--- config.mk ---
export PLATFORM = sky130hd
export DESIGN_NAME = nibble_serial_adder
export DESIGN_NICKNAME = d
export VERILOG_FILES = /design/src/rtl/nibble_serial_adder.sv
export SDC_FILE = /design/constraint.sdc
export NUM_CORES = 1
export LEC_CHECK = 0
export ABC_AREA = 1
export BUFFER_PORTS_ARGS = -buffer_cell sky130_fd_sc_hd__buf_2
export CORE_ASPECT_RATIO = 0.6
export CORE_UTILIZATION = 55
export DETAILED_ROUTE_END_ITERATION = 8
export PLACE_DENSITY = 0.91
export SLEW_MARGIN = 5
export SYNTH_ARGS = -nofsm -noshare
export SYNTH_HDL_FRONTEND = slang
export SYNTH_SLANG_ARGS = --single-unit
export TNS_END_PERCENT = 5
--- constraint.sdc ---
create_clock -name clk -period 3.2 [get_ports clk]
set_input_delay 0.48 -clock clk [delete_from_list [all_inputs] [get_ports clk]]
set_output_delay 0.48 -clock clk [all_outputs]
set_load 0.01 [all_outputs]
--- src/rtl/nibble_serial_adder.sv ---
// Multi-cycle WIDTH-bit adder that streams one nibble per cycle through
// a single 4-bit carry-lookahead adder with a registered carry chain.

module cla (
  input  logic [3:0] A,
  input  logic [3:0] B,
  input  logic       Cin,
  output logic [3:0] S,
  output logic       Cout
);

  logic [3:0] g;
  logic [3:0] p;
  logic [4:0] c;

  assign g = A & B;
  assign p = A ^ B;

  // Carries from generate/propagate terms only, no ripple through sums
  assign c[0] = Cin;
  assign c[1] = g[0] | (p[0] & Cin);
  assign c[2] = g[1] | (p[1] & g[0])
              | (p[1] & p[0] & Cin);
  assign c[3] = g[2] | (p[2] & g[1])
              | (p[2] & p[1] & g[0])
              | (p[2] & p[1] & p[0] & Cin);
  assign c[4] = g[3] | (p[3] & g[2])
              | (p[3] & p[2] & g[1])
              | (p[3] & p[2] & p[1] & g[0])
              | (p[3] & p[2] & p[1] & p[0] & Cin);

  assign S    = p ^ c[3:0];
  assign Cout = c[4];

endmodule

module nibble_serial_adder #(
  parameter int WIDTH = 16
) (
  input  logic             clk,
  input  logic             rst,
  input  logic             in_valid,
  output logic             in_ready,
  input  logic [WIDTH-1:0] A,
  input  logic [WIDTH-1:0] B,
  input  logic             Cin,
  output logic             out_valid,
  input  logic             out_ready,
  output logic [WIDTH-1:0] S,
  output logic             Cout,
  output logic             Ovf
);

  localparam int NIB = WIDTH / 4;
  localparam int CW  = (NIB > 1) ? $clog2(NIB) : 1;

  if ((WIDTH % 4) != 0 || WIDTH < 4) begin : g_bad_width
    $error("nibble_serial_adder: WIDTH must be a multiple of 4, >= 4");
  end

  typedef enum logic [1:0] {
    IDLE,
    ADD,
    DONE
  } state_t;

  state_t          state;
  logic [CW-1:0]   cnt;
  logic            carry;
  logic [WIDTH-1:0] a_sh;
  logic [WIDTH-1:0] b_sh;
  logic [WIDTH-1:0] s_q;
  logic [WIDTH-1:0] s_nxt;
  logic            sign_a;
  logic            sign_b;
  logic            cout_q;
  logic            ovf_q;
  logic            ov_q;
  logic [3:0]      cla_s;
  logic            cla_co;

  cla u_cla (
    .A    (a_sh[3:0]),
    .B    (b_sh[3:0]),
    .Cin  (carry),
    .S    (cla_s),
    .Cout (cla_co)
  );

  // New nibble enters at the top so the sum ends up aligned after NIB cycles
  if (WIDTH == 4) begin : g_one
    assign s_nxt = cla_s;
  end else begin : g_many
    assign s_nxt = {cla_s, s_q[WIDTH-1:4]};
  end

  assign in_ready  = (state == IDLE) && !rst;
  assign out_valid = ov_q;
  assign S         = s_q;
  assign Cout      = cout_q;
  assign Ovf       = ovf_q;

  always_ff @(posedge clk) begin
    if (rst) begin
      state  <= IDLE;
      cnt    <= '0;
      carry  <= 1'b0;
      a_sh   <= '0;
      b_sh   <= '0;
      s_q    <= '0;
      sign_a <= 1'b0;
      sign_b <= 1'b0;
      cout_q <= 1'b0;
      ovf_q  <= 1'b0;
      ov_q   <= 1'b0;
    end else begin
      unique case (state)
        IDLE: begin
          if (in_valid && in_ready) begin
            a_sh   <= A;
            b_sh   <= B;
            carry  <= Cin;
            sign_a <= A[WIDTH-1];
            sign_b <= B[WIDTH-1];
            cnt    <= '0;
            state  <= ADD;
          end
        end
        ADD: begin
          a_sh  <= a_sh >> 4;
          b_sh  <= b_sh >> 4;
          s_q   <= s_nxt;
          carry <= cla_co;
          cnt   <= cnt + 1'b1;
          if (cnt == CW'(NIB - 1)) begin
            state  <= DONE;
            ov_q   <= 1'b1;
            cout_q <= cla_co;
            ovf_q  <= (sign_a == sign_b) && (cla_s[3] != sign_a);
          end
        end
        DONE: begin
          if (out_ready) begin
            ov_q  <= 1'b0;
            state <= IDLE;
          end
        end
        default: state <= IDLE;
      endcase
    end
  end

endmodule

* After elaboration in Yosys (flattened, before gate mapping)
Cells that the tools add are included.
Cells by class: bitwise logic cells 29, $add $sub $neg 1, mux-type cells 15, reductions and logical operators 12, equal/unequal tests 8
Operator list (number):
- $pmux W16 S2 | 2
- $mux W16 | 2
- $and A1 B1 Y1 | 16
- $or A1 B1 Y1 | 10
- $mux W2 | 4
- $xor A4 B4 Y4 | 2
- $pmux W2 S3 | 1
- $reduce_and A2 Y1 | 3
- $reduce_and A3 Y1 | 2
- $and A4 B4 Y4 | 1
- $eq A2 B2 Y1 const B | 2
- $ne A2 B2 Y1 const B | 2
- $pmux W1 S2 | 2
- $pmux W2 S2 | 1
- $reduce_bool A2 Y1 | 2
- $logic_and A1 B1 Y1 | 3
- $mux W1 | 3
- $add A2 B1 Y2 const B | 1
- $eq A2 B1 Y1 const B | 1
- $logic_not A2 Y1 | 1
- $ne A2 B1 Y1 const B | 1
- $eq A1 B1 Y1 | 1
- $logic_not A1 Y1 | 1
- $ne A1 B1 Y1 | 1
Storage, ports and cells: register bits after elaboration 58, bits of input ports 37

* Logic depth before layout (Yosys ltp)
depth after elaboration 8, depth in mapped cells 10, mapped depth without buffers 10

* Modules after synthesis
A second synthesis with hierarchy kept.
Unflattened totals: cell total of the unflattened synthesis 443, area, all modules 2936.6 µm²
Modules (own cells, without submodules):
- nibble_serial_adder | area an instance 2747.6 µm², cells each 412, instances 1
- cla | area an instance 188.9 µm², cells each 31, instances 1

* Least setup slack after synthesis
Ideal clock, no wire load.
path type in2reg, start point input rst, end point register b_sh[0], path buffers 2, arrival time 1355 ps, stages on the path 8, library setup time 118 ps, setup slack 1727 ps, cell sequence buf_6 -> nor3_4 -> nand2_2 -> nand2_4 -> inv_2 -> buf_6 -> o21ai_1 -> a21oi_2
Between the ends: word-level cells in the longest chain between the ends 5
RTL lines:
- start: declaration | line 41 | input logic rst,
- $logic_not A1 Y1 | line 97 | assign in_ready = (state == IDLE) && !rst;
- $logic_and A1 B1 Y1 | line 97
- named net in_ready | line 43 | output logic in_ready,
- $logic_and A1 B1 Y1 | line 119 | if (in_valid && in_ready) begin
- $ne A2 B1 Y1 (no source line)
- $reduce_and A2 Y1 (no source line)
- end signal: assignment | line 131 | b_sh <= b_sh >> 4;
- end: declaration | line 71 | logic [WIDTH-1:0] b_sh;
The timed path passes the listed nets, and every way through them passes these cells. A chain may end at the register's enable or synchronous reset.

* Worst setup path in the final report
start point register state[1], end point register b_sh[0]
Between the ends: word-level cells in the longest chain between the ends 5, elaborated cells between the ends (all ways) 8
RTL lines:
- start: declaration | line 67 | state_t state;
- start signal: assignment | line 105 | state <= IDLE;
- start signal: assignment | line 126 | state <= ADD;
- start signal: assignment | line 136 | state <= DONE;
- $logic_not A2 Y1 | line 97, 117
- $logic_and A1 B1 Y1 | line 97
- $logic_and A1 B1 Y1 | line 119
- $ne A2 B1 Y1 (no source line)
- $reduce_and A2 Y1 (no source line)
Parallel ways exist; a longest one is shown, timed or not.

==> implementation parameters <==
Parameter                              Value

Run status
  Result of the run ... finished, final reports clean

Pwr
  Sw frac ... 28.5%
  Pwr Total ... 1.73 mW
  Peak ir drop on the vdd network ... 0.000300 V
  P_sw ... 0.493 mW
  Static leakage power ... 1.31 nW
  Design internal power ... 1.24 mW
  Relative contribution of the clock network to total power ... 35.1%
  Power density cells ... 584 nW/um^2
  Power share of the sequential group ... 47.2%
  Combinational cell fraction of total power ... 17.6%

Min path
  Worst min-delay path category ... in -> reg
  Hold path startpoint ... A[15]

Place
  Placed cell areas ... 2780 sq um
  HPWL after DPL ... 3820 microns
  Total placed cells including tap cells ... 414
  Total of buffers placed on input and output ports ... 56
  DP Worst Slack ... 1.09 ns
  Routability cong. ... 0.795

CTS
  Buffers inserted during post-CTS setup optimization ... 0
  Number of resized instances in the post-cts repair step ... 0
  Number of sinks on the clock net ... 58
  Root cell of the clock tree ... clkbuf_8
  Clock latency on the worst-skew pair ... 0.33 ns
  CTS tree ... built
  Max Buffers Root-to-Sink ... 2
  Register clock-pin slew on the reported worst setup and hold paths ... 0.06 ns
  Count of hold-fix buffers inserted at cts ... 0
  Number of levels the H-tree was split into ... 3
  TritonCTS buffer count ... 9

Setup path
  Endpoint of the worst setup timing path ... b_sh[0]$_SDFFE_PP0P_
  Worst reg2reg setup slack ... 1.22 ns
  Critical path arrival ... 2.24 ns
  Kind of critical path ... reg -> reg
  Critical Path Source ... state[1]$_SDFFE_PP0P_
  R2R Path Start ... state[1]$_SDFFE_PP0P_
  Critical path startpoint category ... flip-flop
  Data required, critical path ... 3.46 ns
  Capture point of the worst reg-to-reg path ... b_sh[0]$_SDFFE_PP0P_
  Register-to-Register Path Depth ... 7
  Maximum fanout along the worst path ... 37
  Sort of element at the end of the critical path ... flip-flop

Logic synthesis
  Dominant combinational cell family by area after synthesis ... compound AO/OA/AOI/OAI gates
  Area share of xor/xnor cells in the synthesized design ... 0.344%
  Register bit count reported by yosys ... 58
  Mux share of post-synthesis cell area ... 0%
  Share of synthesized flip-flops with an asynchronous set or reset ... 0%
  Most instantiated library cell after synthesis ... nand2_1
  Count of yosys warnings during synthesis ... 0
  Commonest cells in the netlist ... 65 x nand2_1, 58 x dfxtp_1, 40 x inv_1
  Netlist area before placement ... 2550 sq um
  Cell taking the most area after synthesis ... dfxtp_1
  Synthesized net count ... 358
  Post-Synth Simple-Gate Area ... 14.9%
  Arithmetic-cell share of the synthesized area counting full adders, half adders and majority gates ... 3.24%
  Share of the synthesized area in the top cell type ... 45.6%
  Most used flip-flop cell after synthesis ... dfxtp_1
  Area fraction in compound gates after synthesis ... 24.4%
  Post-synthesis sequential area ratio ... 45.6%
  Main area contributors after synthesis ... dfxtp_1 46%, nand2_1 9.6%, inv_1 5.9%
  Number of enable-type register cells in the synthesized netlist ... 0
  Yosys cell types ... 31
  Average cell area after synthesis ... 8.09 sq um
  Number of cells produced by synthesis ... 315

Timing
  Count of endpoints failing hold in the final timing report ... 0
  Skew final ... 0.00696 ns
  Post-Route Hold Slack ... 0.398 ns
  Setup repair after global routing missed its margin ... false
  Final critical path time including I/O delays and setup ... 1.98 ns
  Fraction of the cycle the final worst path needs ... 61.9%
  Number of max-slew violations in the final report ... 0
  Max-slew headroom at the worst pin ... 36.2%
  Max Fclk ... 505 MHz
  Final setup violation count ... 0
  Post-Route Setup TNS ... 0 ns
  Smallest setup slack after layout ... 1.22 ns
  Tightest Pin Transition ... 0.955 ns

Layout
  Final std cell area, no fill ... 2970 sq um
  Ratio of cells with drive above 1 in the final layout ... 27.6%
  Area overhead of the layout relative to synthesis ... 16.3%
  Antenna cells ... 0
  Final instance count without filler cells ... 430
  Layout Nets ... 408
  Layout Utilization ... 69.3%

Drt
  Iteration-0 DRC count of the detailed router ... 162
  Total Routed Length ... 5340 microns
  Router iterations before antenna repair ... 5
  Number of remaining DRC errors ... 0
  Via-per-instance ratio ... 5.23
  Routed length per placed instance ... 12.4 microns
  Number of vias in the routed layout ... 2249
  Routed Antenna Nets ... 0

Floorplan
  Starting utilization of the core area ... 59.6%
  Row cnt ... 18
  Die height ... 54.7 microns
  Ports placed on the boundary ... 57
  Standard cell core area ... 4280 sq um
  Die boundary width ... 89.9 microns
  Die Outline Area ... 4920 sq um

GRT
  Maximum number of pins on one net before global-route repair ... 38
  First-pass GRT wire length ... 8690 microns
  Global route total overflow ... 0
  Number of global-route vias before repair ... 1895
  Total routing resource utilization after global routing ... 23.8%
  Number of antenna violations at the first check in global routing ... 0

Flow run
  Max-cap violations ... 0
-- power groups by stage --
stage                     Sequential, mW  Clock (mW)  Combinational [mW]
after floorplan                    0.830           0               0.247
after global placement             0.831           0               0.293
after detailed placement           0.833           0               0.303
after CTS                          0.818       0.623               0.306
after global routing               0.826       0.656               0.344
final                              0.818       0.608               0.305
-- worst max-delay path, stage by stage, from the launching register on --
cell,delay [ns]
dfxtp_1,0.44
inv_2,0.06
nand2_2,0.07
buf_4,0.33
nand2_4,0.25
inv_2,0.46
o21ai_1,0.14
a21oi_2,0.15
-- cell usage in the layout (no fill, tap or decap), types with 2 or more instances in the layout --
cell type  instances
inv_1             40
o21ai_2            9
clkinv_2           2
a21oi_1           13
inv_2              4
o21ai_0           21
o31ai_1            3
nor2_1             3
a31oi_1           14
dfxtp_1           58
a21oi_2           10
nand3_1           10
clkbuf_1           2
ha_1               5
nand2_1           65
clkbuf_8          12
nand2_2            2
or2_2              2
buf_2             56
o22ai_1            8
o21ai_1           20
-- routing by layer --
layer	routed length, microns	part of all wire (%)	GRT usage [%]
met3	422	7.9	8.89
met2	2340	44	37.6
met4	64	1.2	11.8
met1	2510	47	29.4
met5	0	0	0
-- worst min path at each step --
stage | end | slack, ns | cells after the start
finish | a_sh[15]$_SDFFE_PP0P_ | 0.40 | 3
global route | a_sh[14]$_SDFFE_PP0P_ | 0.39 | 3
detailed placement | b_sh[14]$_SDFFE_PP0P_ | 0.45 | 2
floorplan | a_sh[12]$_SDFFE_PP0P_ | 0.42 | 2
CTS | a_sh[15]$_SDFFE_PP0P_ | 0.37 | 3
global placement | S[3]$_SDFFE_PP0N_ | 0.44 | 2
-- sequential cells by signal, summed over array words and instances (netlist names) --
| signal | cells |
|---|---|
| cnt | 2 |
| carry | 1 |
| b_sh | 16 |
| Cout | 1 |
| a_sh | 16 |
| sign_b | 1 |
| Ovf | 1 |
| out_valid | 1 |
| S | 16 |
| state | 2 |
| sign_a | 1 |
-- kinds of logic (layout without fill, tap and decap cells) --
| group | after synthesis | in the layout |
|---|---|---|
| fa+ha+maj | 6 | 6 |
| buf+inv | 62 | 117 |
| xor+xnor | 1 | 1 |
| flops | 58 | 58 |
| compound gates | 101 | 101 |
| simple gates | 87 | 87 |
-- cell type report --
cell class,instances,area (sq um)
Clock buffer,14,173
Clock inverter,2,10.0
Fill cell,375,1310
Inverter,44,165
Multi-Input combinational cell,195,1090
Sequential cell,58,1160
Tap cell,60,75.1
Timing Repair Buffer,57,288
No activity file was read; power rests on OpenSTA's default activity.
